==> src/rtl/regfile_writeback_pkg.sv <==
// wb_pkg: shared types and constants for the register-file write-back stage.
//   XLEN / NUM_REGS / REG_ADDR_W : data width, register count, address width
//   REG_ZERO                     : hardwired-zero register (never written, never busy)
//   wb_entry_t                   : {rd, data} write-port payload
//   rd_onehot()                  : one-hot decode of a destination register
package wb_pkg;
  localparam int XLEN       = 32;
  localparam int NUM_REGS   = 16;
  localparam int REG_ADDR_W = 4;
  localparam logic [REG_ADDR_W-1:0] REG_ZERO = 4'd14;

  typedef struct packed {
    logic [REG_ADDR_W-1:0] rd;
    logic [XLEN-1:0]       data;
  } wb_entry_t;

  function automatic logic [NUM_REGS-1:0] rd_onehot(input logic [REG_ADDR_W-1:0] rd);
    logic [NUM_REGS-1:0] oh;
    oh     = '0;
    oh[rd] = 1'b1;
    return oh;
  endfunction
endpackage

==> src/rtl/regfile_writeback_if.sv <==
// regfile_writeback_if: bundle of ALU/load inputs, register-file write port,
// pending-load scoreboard and forwarding tap.
//   master : producer/consumer side (drives ALU, load and fwd_rs; reads the rest)
//   slave  : the write-back stage itself
interface regfile_writeback_if;
  import wb_pkg::*;

  logic                  alu_valid;
  logic [REG_ADDR_W-1:0] alu_rd;
  logic [XLEN-1:0]       alu_data;
  logic                  ld_valid;
  logic                  ld_ready;
  logic [REG_ADDR_W-1:0] ld_rd;
  logic [XLEN-1:0]       ld_data;
  logic                  wb_write;
  logic [REG_ADDR_W-1:0] wb_rd;
  logic [XLEN-1:0]       wb_data;
  logic [NUM_REGS-1:0]   busy;
  logic [REG_ADDR_W-1:0] fwd_rs;
  logic                  fwd_hit;
  logic [XLEN-1:0]       fwd_data;

  modport master (
    output alu_valid, alu_rd, alu_data, ld_valid, ld_rd, ld_data, fwd_rs,
    input  ld_ready, wb_write, wb_rd, wb_data, busy, fwd_hit, fwd_data
  );

  modport slave (
    input  alu_valid, alu_rd, alu_data, ld_valid, ld_rd, ld_data, fwd_rs,
    output ld_ready, wb_write, wb_rd, wb_data, busy, fwd_hit, fwd_data
  );
endinterface

==> src/rtl/regfile_writeback_fifo.sv <==
// wb_fifo: in-order load-result buffer of DEPTH wb_entry_t slots.
//   clk, rst      : clock, synchronous active-high reset (empties the FIFO)
//   push_i/data   : enqueue (ignored when full)
//   pop_i         : dequeue head (ignored when empty)
//   full_o        : no free slot
//   count_o       : occupied slots
//   rd_ptr_o      : head index; head entry is ent_o[rd_ptr_o]
//   ent_o, vld_o  : raw storage and per-slot valid bits for scoreboard decode
module wb_fifo
  import wb_pkg::*;
#(
  parameter  int DEPTH = 4,
  localparam int PW    = $clog2(DEPTH),
  localparam int CW    = PW + 1
) (
  input  logic                  clk,
  input  logic                  rst,
  input  logic                  push_i,
  input  wb_entry_t             push_data_i,
  input  logic                  pop_i,
  output logic                  full_o,
  output logic [CW-1:0]         count_o,
  output logic [PW-1:0]         rd_ptr_o,
  output wb_entry_t [DEPTH-1:0] ent_o,
  output logic [DEPTH-1:0]      vld_o
);
  wb_entry_t [DEPTH-1:0] mem_q;
  logic [DEPTH-1:0]      vld_q, vld_d;
  logic [PW-1:0]         wr_ptr_q, wr_ptr_d, rd_ptr_q, rd_ptr_d;
  logic [CW-1:0]         cnt_q, cnt_d;
  logic                  do_push, do_pop;

  assign full_o   = (cnt_q == CW'(DEPTH));
  assign do_push  = push_i && !full_o;
  assign do_pop   = pop_i && (cnt_q != '0);
  assign count_o  = cnt_q;
  assign rd_ptr_o = rd_ptr_q;
  assign ent_o    = mem_q;
  assign vld_o    = vld_q;

  // Push and pop never address the same slot: push needs !full, pop needs !empty.
  always_comb begin
    vld_d    = vld_q;
    wr_ptr_d = wr_ptr_q;
    rd_ptr_d = rd_ptr_q;
    if (do_push) begin
      vld_d[wr_ptr_q] = 1'b1;
      wr_ptr_d        = wr_ptr_q + 1'b1;
    end
    if (do_pop) begin
      vld_d[rd_ptr_q] = 1'b0;
      rd_ptr_d        = rd_ptr_q + 1'b1;
    end
    cnt_d = cnt_q + CW'(do_push) - CW'(do_pop);
  end

  always_ff @(posedge clk) begin
    if (rst) begin
      vld_q    <= '0;
      wr_ptr_q <= '0;
      rd_ptr_q <= '0;
      cnt_q    <= '0;
    end else begin
      vld_q    <= vld_d;
      wr_ptr_q <= wr_ptr_d;
      rd_ptr_q <= rd_ptr_d;
      cnt_q    <= cnt_d;
    end
  end

  // Payload needs no reset; vld_q qualifies every slot.
  always_ff @(posedge clk) begin
    if (do_push) mem_q[wr_ptr_q] <= push_data_i;
  end
endmodule

==> src/rtl/regfile_writeback.sv <==
// regfile_writeback: owner of the single register-file write port.
// ALU results win the port; buffered load results drain when the ALU is idle.
//   clk, rst : clock, synchronous active-high reset
//   bus      : regfile_writeback_if.slave (ALU in, load handshake, wb_* write
//              port, busy scoreboard, fwd_rs/fwd_hit/fwd_data tap)
// Build option: WB_FWD_EN enables the forwarding comparator; otherwise
// fwd_hit/fwd_data are tied to zero.
module regfile_writeback
  import wb_pkg::*;
#(
  parameter int DEPTH = 4
) (
  input  logic                clk,
  input  logic                rst,
  regfile_writeback_if.slave  bus
);
  localparam int PW = $clog2(DEPTH);
  localparam int CW = PW + 1;

  logic                  alu_sel, ld_push, fifo_pop, fifo_full, fifo_empty;
  logic [CW-1:0]         fifo_cnt;
  logic [PW-1:0]         fifo_rd_ptr;
  wb_entry_t [DEPTH-1:0] fifo_ent;
  logic [DEPTH-1:0]      fifo_vld;
  wb_entry_t             head;

  logic                  wb_write_q, wb_write_d;
  logic [REG_ADDR_W-1:0] wb_rd_q, wb_rd_d;
  logic [XLEN-1:0]       wb_data_q, wb_data_d;
  logic [NUM_REGS-1:0]   busy_c;

  assign alu_sel    = bus.alu_valid && (bus.alu_rd != REG_ZERO);
  assign fifo_empty = (fifo_cnt == '0);
  assign fifo_pop   = !alu_sel && !fifo_empty;
  // Readiness ignores a same-cycle pop, so full never accepts.
  assign bus.ld_ready = !fifo_full && !rst;
  // Zero-register loads complete the handshake but are discarded here.
  assign ld_push    = bus.ld_valid && bus.ld_ready && (bus.ld_rd != REG_ZERO);
  assign head       = fifo_ent[fifo_rd_ptr];

  wb_fifo #(.DEPTH(DEPTH)) u_fifo (
    .clk         (clk),
    .rst         (rst),
    .push_i      (ld_push),
    .push_data_i ({bus.ld_rd, bus.ld_data}),
    .pop_i       (fifo_pop),
    .full_o      (fifo_full),
    .count_o     (fifo_cnt),
    .rd_ptr_o    (fifo_rd_ptr),
    .ent_o       (fifo_ent),
    .vld_o       (fifo_vld)
  );

  // Write-port select: ALU, else FIFO head, else hold address/data.
  always_comb begin
    wb_write_d = 1'b0;
    wb_rd_d    = wb_rd_q;
    wb_data_d  = wb_data_q;
    if (alu_sel) begin
      wb_write_d = 1'b1;
      wb_rd_d    = bus.alu_rd;
      wb_data_d  = bus.alu_data;
    end else if (fifo_pop) begin
      wb_write_d = 1'b1;
      wb_rd_d    = head.rd;
      wb_data_d  = head.data;
    end
  end

  always_ff @(posedge clk) begin
    if (rst) begin
      wb_write_q <= 1'b0;
      wb_rd_q    <= '0;
      wb_data_q  <= '0;
    end else begin
      wb_write_q <= wb_write_d;
      wb_rd_q    <= wb_rd_d;
      wb_data_q  <= wb_data_d;
    end
  end

  // Popped slot drops its valid bit on the same edge wb_write shows it,
  // so the busy bit clears exactly when the write becomes visible.
  always_comb begin
    busy_c = '0;
    for (int i = 0; i < DEPTH; i++)
      if (fifo_vld[i]) busy_c |= rd_onehot(fifo_ent[i].rd);
  end

  assign bus.wb_write = wb_write_q;
  assign bus.wb_rd    = wb_rd_q;
  assign bus.wb_data  = wb_data_q;
  assign bus.busy     = busy_c;

`ifdef WB_FWD_EN
  assign bus.fwd_hit  = wb_write_q && (wb_rd_q == bus.fwd_rs);
  assign bus.fwd_data = bus.fwd_hit ? wb_data_q : '0;
`else
  logic unused_fwd_rs;
  assign unused_fwd_rs = ^bus.fwd_rs;
  assign bus.fwd_hit   = 1'b0;
  assign bus.fwd_data  = '0;
`endif
endmodule

==> src/flat_wrapper.sv <==
// flat-port wrapper written by rule: the top's interface ports become plain ports
module regfile_writeback_flat import wb_pkg::*;
#(
  parameter int DEPTH = 4
)
  (clk, rst, bus_alu_valid, bus_alu_rd, bus_alu_data, bus_ld_valid, bus_ld_rd, bus_ld_data, bus_fwd_rs, bus_ld_ready, bus_wb_write, bus_wb_rd, bus_wb_data, bus_busy, bus_fwd_hit, bus_fwd_data);
  regfile_writeback_if bus_i ();
  input  logic clk;
  input  logic rst;
  input wire logic [$bits(bus_i.alu_valid)-1:0] bus_alu_valid;
  input wire logic [$bits(bus_i.alu_rd)-1:0] bus_alu_rd;
  input wire logic [$bits(bus_i.alu_data)-1:0] bus_alu_data;
  input wire logic [$bits(bus_i.ld_valid)-1:0] bus_ld_valid;
  input wire logic [$bits(bus_i.ld_rd)-1:0] bus_ld_rd;
  input wire logic [$bits(bus_i.ld_data)-1:0] bus_ld_data;
  input wire logic [$bits(bus_i.fwd_rs)-1:0] bus_fwd_rs;
  output wire logic [$bits(bus_i.ld_ready)-1:0] bus_ld_ready;
  output wire logic [$bits(bus_i.wb_write)-1:0] bus_wb_write;
  output wire logic [$bits(bus_i.wb_rd)-1:0] bus_wb_rd;
  output wire logic [$bits(bus_i.wb_data)-1:0] bus_wb_data;
  output wire logic [$bits(bus_i.busy)-1:0] bus_busy;
  output wire logic [$bits(bus_i.fwd_hit)-1:0] bus_fwd_hit;
  output wire logic [$bits(bus_i.fwd_data)-1:0] bus_fwd_data;
  assign bus_i.alu_valid = bus_alu_valid;
  assign bus_i.alu_rd = bus_alu_rd;
  assign bus_i.alu_data = bus_alu_data;
  assign bus_i.ld_valid = bus_ld_valid;
  assign bus_i.ld_rd = bus_ld_rd;
  assign bus_i.ld_data = bus_ld_data;
  assign bus_i.fwd_rs = bus_fwd_rs;
  assign bus_ld_ready = bus_i.ld_ready;
  assign bus_wb_write = bus_i.wb_write;
  assign bus_wb_rd = bus_i.wb_rd;
  assign bus_wb_data = bus_i.wb_data;
  assign bus_busy = bus_i.busy;
  assign bus_fwd_hit = bus_i.fwd_hit;
  assign bus_fwd_data = bus_i.fwd_data;
  regfile_writeback #(.DEPTH(DEPTH)) u_core (.clk(clk), .rst(rst), .bus(bus_i));
endmodule
==> config.mk <==
export PLATFORM = sky130hd
export DESIGN_NAME = regfile_writeback_flat
export DESIGN_NICKNAME = d
export VERILOG_FILES = /design/src/rtl/regfile_writeback_pkg.sv /design/src/rtl/regfile_writeback_if.sv /design/src/rtl/regfile_writeback_fifo.sv /design/src/rtl/regfile_writeback.sv /design/src/flat_wrapper.sv
export SDC_FILE = /design/constraint.sdc
export NUM_CORES = 1
export LEC_CHECK = 0
export CAP_MARGIN = 5
export CORE_MARGIN = 3
export CORE_UTILIZATION = 55
export DETAILED_ROUTE_END_ITERATION = 12
export PLACE_DENSITY_LB_ADDON = 0.2
export SLEW_MARGIN = 20
export SYNTH_ARGS = -nofsm -noshare
export SYNTH_HDL_FRONTEND = slang
export SYNTH_SLANG_ARGS = --single-unit
export TNS_END_PERCENT = 100
==> constraint.sdc <==
create_clock -name clk -period 6.7 [get_ports clk]
set_clock_uncertainty 0.1 [all_clocks]
set_input_delay 0.67 -clock clk [delete_from_list [all_inputs] [get_ports clk]]
set_output_delay 0.67 -clock clk [all_outputs]
set_load 0.01 [all_outputs]
# == Word level (Yosys, flattened, before mapping) ==
# Cells that the tools add are included.
# Widths: inputs -> output; s select.
# op_classes
magnitude_cmp,12
addsub,4
muxes,29
n_reduce_logical,20
bitwise_logic,6
n_eq_ne,3
# ops
op,count
$bwmux 144,1
$bmux 36 s2,1
$demux 36 s2,1
$mux 36,2
$mux 16,4
$mux 32,2
$or 16x16->16,3
$lt 4x5->1 const B,4
$demux 1 s4,4
$ge 4x1->1 const B,4
$mux 4,4
$logic_and 1x1->1,13
$mux 1,8
$ne 4x4->1 const B,2
$lt 2x3->1 const B,2
$add 2x1->2 const B,2
$and 4x4->4,1
$demux 1 s2,2
$ge 2x1->1 const B,2
$logic_not 1->1,4
$not 4->4,1
$or 4x4->4,1
$add 3x1->3,1
$eq 3x3->1 const B,1
4 further kinds,4
# totals
inputBits,80
regBits,192

# == Depth between registers and ports, before layout ==
# Gate-level depths: netlist of the first run.
# logic_depth
depth_word,11
mapped_depth,11
depth_no_buf,11

# == Cells and area by module ==
# Synthesis of the first run repeated with hierarchy kept, for this count alone.
# unflattened
hier_cells,607
area_unflattened_um2,8519.4
# modules_own_cells
mod,area_each_um2,cells_per_inst,seq_area_each_um2,instances
wb_fifo,4941.0,206,4544.4,1
regfile_writeback,3578.4,401,740.7,1

# == Least setup slack after synthesis of the first run ==
# OpenSTA, ideal clock, no wires.
# synth_timing
path_type,input to register
startpoint,input bus_alu_rd[0]
endpoint,"register u_core.u_fifo.cnt_q[2], in the netlist u_core.u_fifo.count_o[2]"
path_buffers,0
stages,10
arrival_time_ns,2.545
setup_ns,0.078
slack_ns,3.977
cell_sequence,nand4b_2 a21oi_2 ha_1 inv_1 ha_1 inv_1 fa_1 xor2_1 and2_1 nor3_1
# synth_via
elab_chain_len,6
# synth_rtl
element,line_no,source
start: declaration,flat_wrapper.sv:11,input wire logic [$bits(bus_i.alu_rd)-1:0] bus_alu_rd;
$ne 4x4->1,regfile_writeback.sv:32,assign alu_sel = bus.alu_valid && (bus.alu_rd != REG_ZERO);
$logic_and 1x1->1,regfile_writeback.sv:32,
$logic_not 1->1,regfile_writeback.sv:34,assign fifo_pop = !alu_sel && !fifo_empty;
$logic_and 1x1->1,regfile_writeback.sv:34,
$logic_and 1x1->1,regfile_writeback_fifo.sv:35,assign do_pop = pop_i && (cnt_q != '0);
$sub 3x1->3,regfile_writeback_fifo.sv:54,cnt_d = cnt_q + CW'(do_push) - CW'(do_pop);
end signal: assignment,regfile_writeback_fifo.sv:67,cnt_q <= cnt_d;
end: declaration,regfile_writeback_fifo.sv:30,"logic [CW-1:0] cnt_q, cnt_d;"
# No other way between the ends.
# A chain may end at the register's enable or synchronous reset.

# == Worst setup path in the final report of the first run ==
# layout_timing
startpoint,input rst
endpoint,output bus_ld_ready
# layout_via
elab_chain_len,2
# layout_rtl
element,line_no,source
start: declaration,flat_wrapper.sv:9,input logic rst;
$logic_not 1->1,regfile_writeback.sv:36,assign bus.ld_ready = !fifo_full && !rst;
$logic_and 1x1->1,regfile_writeback.sv:36,
end: declaration,flat_wrapper.sv:17,output wire logic [$bits(bus_i.ld_ready)-1:0] bus_ld_ready;
# No other way between the ends.

==> impl_results.md, run 1 <==
- Status: finished clean
- Crit. End Element: output pin
- Final net count: 823
- P_int: around 2.3 mW
- Crit path cell chain: buf_2, clkinv_1, and2_1, clkdlybuf4s50_1
- Dpl hpwl: roughly 12 mm
- Die extent in x: between 100 and 150 um
- Hold Crit Class: reg2reg
- Vias in the first global route: about 5600
- Largest net degree at the start of global routing: a little under 50
- Fin cells: just over 900
- CP required: about 5.9 ns
- Inst Count DP: between 800 and 900
- Fillers: just over 1000
- Flop pwr share: 0.466
- Max VDD drop: about 0.17 mV
- Count of different cell masters after synthesis: 54
- Initial Util: 0.573
- Sw Share: 0.285
- Min-delay src: u_core.bus.wb_data[9]$_SDFFE_PP0P_
- Post-route DRC: 0
- Critical path class: in2out
- Post-CTS Setup Bufs: 0
- Die Footprint: 17000 um2
- Gate power share: 0.250
- Sequential element share of the synthesized area: 0.621
- Ant diodes: 0
- Worst slew pin tran: 1.06 ns
- Number of H-tree levels: 4
- Leak pwr: between 3 and 4 nW
- CTS tree: built
- I/O pin cnt: approximately 170
- Port Buffers: between 100 and 150
- Max Slew Vio Count: 0
- Place WS: ~2.8 ns
- Capture point of the worst reg-to-reg path: u_core.u_fifo.count_o[2]$_SDFF_PP0_
- # setup viols final: 0
- Share of cells above drive strength 1: 0.164
- Commonest cells post-synth: edfxtp_1, nand2_1, dfxtp_1
- Clock transition at path regs: around 0.060 ns
- Antenna-violating nets left: 0
- FP Rows: 44
- Cells after synthesis: between 600 and 700
- Area after DPL: approximately 9800 um2
- CTS root buf: clkbuf_16
- Most instantiated library cell after synthesis: edfxtp_1
- Clock buffer depth: 2
- Post-synth ARST share: 0
- Cells taking the most area after synthesis: edfxtp_1, dfxtp_1, mux4_2
- Min-Delay Path Depth: 2
- RSZ-0062 raised after global routing: no
- First drt pass iteration count: 5
- Core ar.: ~15000 um2
- Startpoint Class: input pin
- Crit path largest cell delay: 0.73 ns
- Vias per cell: around 6.0
- Synth Flop Type: edfxtp_1
- Worst hold slack: about 0.36 ns
- PD cells: 314 nW/um2
- Post-CTS sizing: 0
- Num CTS Buffers: 17
- Worst-Skew Late Latency: approximately 0.42 ns
- Rel. slew slack: 0.293
- Fmax: 284 MHz
- Antenna violations before repair: 0
- PnR worst setup slack: 3.18 ns
- Routed via count: roughly 5600
- Die height: 130 um
- Syn-to-layout area delta: 21.0%
- Hold Fails Final Rpt: 0
- Placer's final routability congestion estimate: 0.830
- Yosys warns: 0
- Syn Area/Cell: between 10 and 15 um2
- CP arrival: about 2.8 ns
- Switching Power: a little over 0.9 mW
- DRT iter0 DRCs: around 390
- Synthesized flop and latch total: between 150 and 200
- Clk sinks: 192
- Setup_tns: 0 ns
- Tmin final: 3.52 ns
- Leading area contributor after synthesis: edfxtp_1
- Critical path's slowest cell: buf_2
- Hold Path Sink: u_core.bus.wb_data[9]$_SDFFE_PP0P_
- RR Startpoint: u_core.u_fifo.count_o[2]$_SDFF_PP0_
- Cell area after synthesis: 8520 um2
- Hold-fix buffers at CTS: 0
- Post-route cell area: between 10000 and 15000 um2
- Clk pwr share: 0.284
- Reg2Reg Setup Slack: 4.01 ns
- Max Cap Viol: 0
- Grt total ovfl: 0
- R2R cell count: 11
- Total Wirelength: 18.4 mm
- Worst-path maximum fanout: between 40 and 50
- Fin crit share: 0.525
- EDFF count, synth: around 140
- Yosys top cell area share: 0.508
- First-pass GRT wire length: ~29 mm
- Wire length per cell: ~20 um
- GRT Overall Usage: 0.222
[cells in the final DEF, fill, tap and decap left out, types with 6 or more instances in the layout]
cell	netlist	routed
clkdlybuf4s50_1	0	127
dfxtp_1	48	46
edfxtp_1	144	144
nor2_1	14	14
clkinv_1	1	7
nor2b_1	10	10
ha_1	10	10
nand2_1	75	75
a221o_1	8	8
a31o_2	32	32
nand2b_1	6	6
inv_1	42	42
mux4_2	36	36
and2_1	10	6
clkbuf_16	0	17
a31oi_1	32	32
conb_1	1	33
[layer usage]
metal	GRT usage	wire [um]
met4	0.0714	189
met1	0.289	7650
met2	0.373	9300
met5	0	0
met3	0.0524	1230
[power groups by stage]
stage	clock network (mW)	logic, mW	registers (mW)
after floorplan	0	0.559	1.50
after global placement	0	0.792	1.53
after detailed placement	0	0.809	1.53
after CTS	0.934	0.816	1.51
after global routing	0.976	0.882	1.53
final	0.920	0.808	1.51
[how the worst max path moves through the flow]
stage | end | cells past startpoint | startpoint
2_1_floorplan | u_core.u_fifo.count_o[2]$_SDFF_PP0_ | 10 | bus_alu_rd[0]
3_3_place_gp | u_core.u_fifo.count_o[2]$_SDFF_PP0_ | 12 | rst
3_5_place_dp | u_core.u_fifo.count_o[2]$_SDFF_PP0_ | 12 | rst
4_1_cts | bus_ld_ready | 4 | rst
5_1_grt | u_core.u_fifo.count_o[2]$_SDFF_PP0_ | 12 | rst
6_report | bus_ld_ready | 4 | rst
[sequential cells by signal (all words and copies together), names as in the netlist]
| name | cells |
|---|---|
| u_core.bus.wb_write | 1 |
| u_core.u_fifo.count_o | 3 |
| u_core.bus.wb_rd | 4 |
| u_core.u_fifo.ent_o | 144 |
| u_core.u_fifo.wr_ptr_q | 2 |
| u_core.bus.wb_data | 32 |
| u_core.u_fifo.vld_o | 4 |
| u_core.u_fifo.rd_ptr_o | 2 |
[critical path, delay by kind of cell]
family,cells,cell delay (ns)
buffers and inverters,3,1.76
AND/OR/NAND/NOR,1,0.30
[cells by family after synthesis]
group / share of synthesized area
adder cells (fa/ha/maj): 0.0170
flip-flops: 0.621
AND/OR/NAND/NOR: 0.0849
AO/OA/AOI/OAI: 0.101
buffers and inverters: 0.0698
multiplexers: 0.105
other: 0.000440
XOR/XNOR: 0.00103
[per-stage QoR]
stage / power (mW) / utilization
global placement: 2.32 / 0.657
CTS: 3.26 / 0.693
global route: 3.38 / 0.693
finish: 3.24 / 0.693
floorplan: 2.05 / -
detailed placement: 2.34 / 0.657
[final cells by class]
class,instances,area (um2),share of cell area
Multi-Input combinational cell,343,2770,0.269
Timing Repair Buffer,134,1320,0.128
Sequential cell,192,5290,0.513
Tap cell,184,230,0.0223
Clock buffer,18,439,0.0426
Clock inverter,14,97.6,0.00947
Inverter,44,165,0.0160
Power figures use the tool's default switching activity.
==> run 2: changes to the inputs <==
Settings changed: CORE_UTILIZATION 55 to 47.
Clock period 6.7 ns to 3.2 ns, I/O delays scaled along.
==> impl_results.md, run 2 (synthesized netlist as in run 1, its figures left out) <==
- Hold-fix buffers at CTS: 0 (unchanged)
- Fillers: 1338 (+29%)
- GRT Overall Usage: 0.198 (-0.0237)
- Util after Layout: 0.604 (-0.0891)
- Max VDD drop: 0.487 mV (+190%)
- Num CTS Buffers: 17 (unchanged)
- Flop pwr share: 0.441 (-0.025)
- Post-CTS sizing: 0 (unchanged)
- Clock buffer depth: 2 (unchanged)
- Gate power share: 0.246 (-0.004)
- Setup_tns: 0 ns (unchanged)
- Clk pwr share: 0.314 (+0.030)
- DRT iter0 DRCs: 442 (+12%)
- Worst slew pin tran: 0.824 ns (-0.236 ns)
- Port Buffers: 129 (unchanged)
- Die Footprint: 19800 um2 (+16%)
- Final net count: 834 (+1.3%)
- Grt total ovfl: 0 (unchanged)
- Routed via count: 5543 (-0.75%)
- CTS root buf: clkbuf_16
- Hold Crit Class: in2reg
- Met2 Use GR: 0.345 (-0.0277)
- Max Cap Viol: 0 (unchanged)
- Fin cells: 981 (+5.6%)
- Worst-Skew Late Latency: 0.43 ns (about the same)
- Reg2Reg Setup Slack: 0.51 ns (-3.50 ns)
- Critical path's slowest cell: or3b_2
- Total Wirelength: 19.3 mm (+5.3%)
- Inst Count DP: 949 (+5.8%)
- Leak pwr: 3.74 nW (+3.1%)
- FP Rows: 48 (+9.1%)
- Largest net degree at the start of global routing: 48 (-2.0%)
- Max reg flops: 144 (unchanged)
- Max Slew Vio Count: 0 (unchanged)
- Clk sinks: 192 (unchanged)
- Met1 usage: 0.256 (-0.0332)
- Crit. End Element: output pin
- Buf/Inv on CP: 1 (-2)
- Switching Power: 2.00 mW (+120%)
- Family with the most delay on the worst path: simple AND/OR/NAND/NOR gates
- R2R cell count: 11 (unchanged)
- Vias per cell: 5.65 (-6.0%)
- CP arrival: 2.39 ns (-0.36 ns)
- Number of H-tree levels: 4 (unchanged)
- RSZ-0062 raised after global routing: no
- Commonest non-fill, non-tap cell in the layout: edfxtp_1
- Fin crit share: 0.878
- CP required: 2.78 ns (-3.15 ns)
- Status: finished clean
- Min-Delay Path Depth: 3 (+1)
- First-pass GRT wire length: 30.5 mm (+5.9%)
- Post-CTS Setup Bufs: 0 (unchanged)
- Die extent in x: 141 um (+7.8%)
- Crit path largest cell delay: 0.55 ns (-0.18 ns)
- Fmax: 356 MHz
- Share of cells above drive strength 1: 0.183 (+0.0188)
- Die height: 141 um (+7.8%)
- Worst-path maximum fanout: 5 (-90%)
- Wire length per cell: 19.7 um (-0.31%)
- Antenna violations before repair: 0 (unchanged)
- P_int: 5.13 mW (+120%)
- Placer's final routability congestion estimate: 0.841 (+1.3%)
- CTS tree: built
- # setup viols final: 0 (unchanged)
- Clock transition at path regs: 0.07 ns (about the same)
- Ant diodes: 0 (unchanged)
- Syn-to-layout area delta: 24.4%
- Sw Share: 0.280 (-0.00498)
- Crit path cell chain: or3b_2, o32ai_1, a221o_1, clkdlybuf4s50_1
- Antenna-violating nets left: 0 (unchanged)
- Hold Fails Final Rpt: 0 (unchanged)
- I/O pin cnt: 167 (unchanged)
- Met3 GRT Util: 0.0387 (-0.0138)
- Core ar.: 17500 um2 (+18%)
- Tmin final: between 2 and 3 ns
- Vias in the first global route: 5524 (-0.75%)
- Rel. slew slack: 0.450 (+0.157)
- PD cells: 672 nW/um2 (+110%)
- Busiest layer in global routing: met2
- WP depth: 4 (unchanged)
- Post-route DRC: 0 (unchanged)
- Dpl hpwl: 12.9 mm (+11%)
- Commonest cells after routing, fill and taps aside: edfxtp_1, clkdlybuf4s50_1, nand2_1
- Startpoint Class: flop
- Critical path class: reg2out
- First drt pass iteration count: 7 (+2)
- Initial Util: 0.486 (-0.0873)
-- run 2: cell types whose count changed in the layout (fill, tap and decap cells not counted), sizes merged --
cell,delta
inv,+3
bufinv,+1
clkdlybuf4s50,+1
clkbuf,+3
buf,+10
clkinv,-8
clkinvlp,+1
-- run 2: tightest hold or removal path, stage by stage --
cell and delay (ns):
buf_2 0.12, clkinv_1 0.18, a32o_1 0.19
-- run 2: path summary, 6_finish.rpt --
| check | start | to |
|---|---|---|
| worst min register to register | u_core.bus.wb_data[17]$_SDFFE_PP0P_ | u_core.bus.wb_data[17]$_SDFFE_PP0P_ |
| worst max register to register | u_core.u_fifo.count_o[2]$_SDFF_PP0_ | u_core.u_fifo.count_o[2]$_SDFF_PP0_ |
| worst max-delay path | u_core.u_fifo.ent_o[69]$_DFFE_PP_ | bus_busy[0] |
| worst min-delay path | rst | u_core.bus.wb_rd[0]$_SDFFE_PP0P_ |
-- run 2: final cells by class --
type,instances,area (um2),share of cell area
Inverter,44,165,0.0156
Sequential cell,192,5290,0.499
Multi-Input combinational cell,343,2770,0.261
Tap cell,225,282,0.0266
Timing Repair Buffer,145,1440,0.136
Clock buffer,21,514,0.0485
Clock inverter,11,136,0.0129
-- run 2: power by group through the flow --
stage               clock network (mW)  logic (mW)  registers, mW
floorplan                            0        1.17           3.13
global placement                     0        1.74           3.18
detailed placement                   0        1.77           3.19
CTS                               2.27        1.78           3.14
global route                      2.39        1.92           3.17
finish                            2.23        1.75           3.14
-- run 2: layer usage --
layer / wire length, um / share of wire
met3: 1120 / 0.058
met1: 7860 / 0.41
met4: 152 / 0.0079
met2: 10200 / 0.53
met5: 0 / 0
-- run 2: through the flow --
step | hold slack, ns | instance area, um2 | total power, mW | setup WS (ns)
floorplan | 0.319 | 8640 | 4.30 | 0.759
global placement | 0.356 | 9950 | 4.92 | 0.214
detailed placement | 0.362 | 9950 | 4.96 | 0.103
CTS | 0.322 | 10600 | 7.20 | 0.385
global route | 0.353 | 10600 | 7.48 | 0.283
finish | 0.328 | 10600 | 7.13 | 0.392
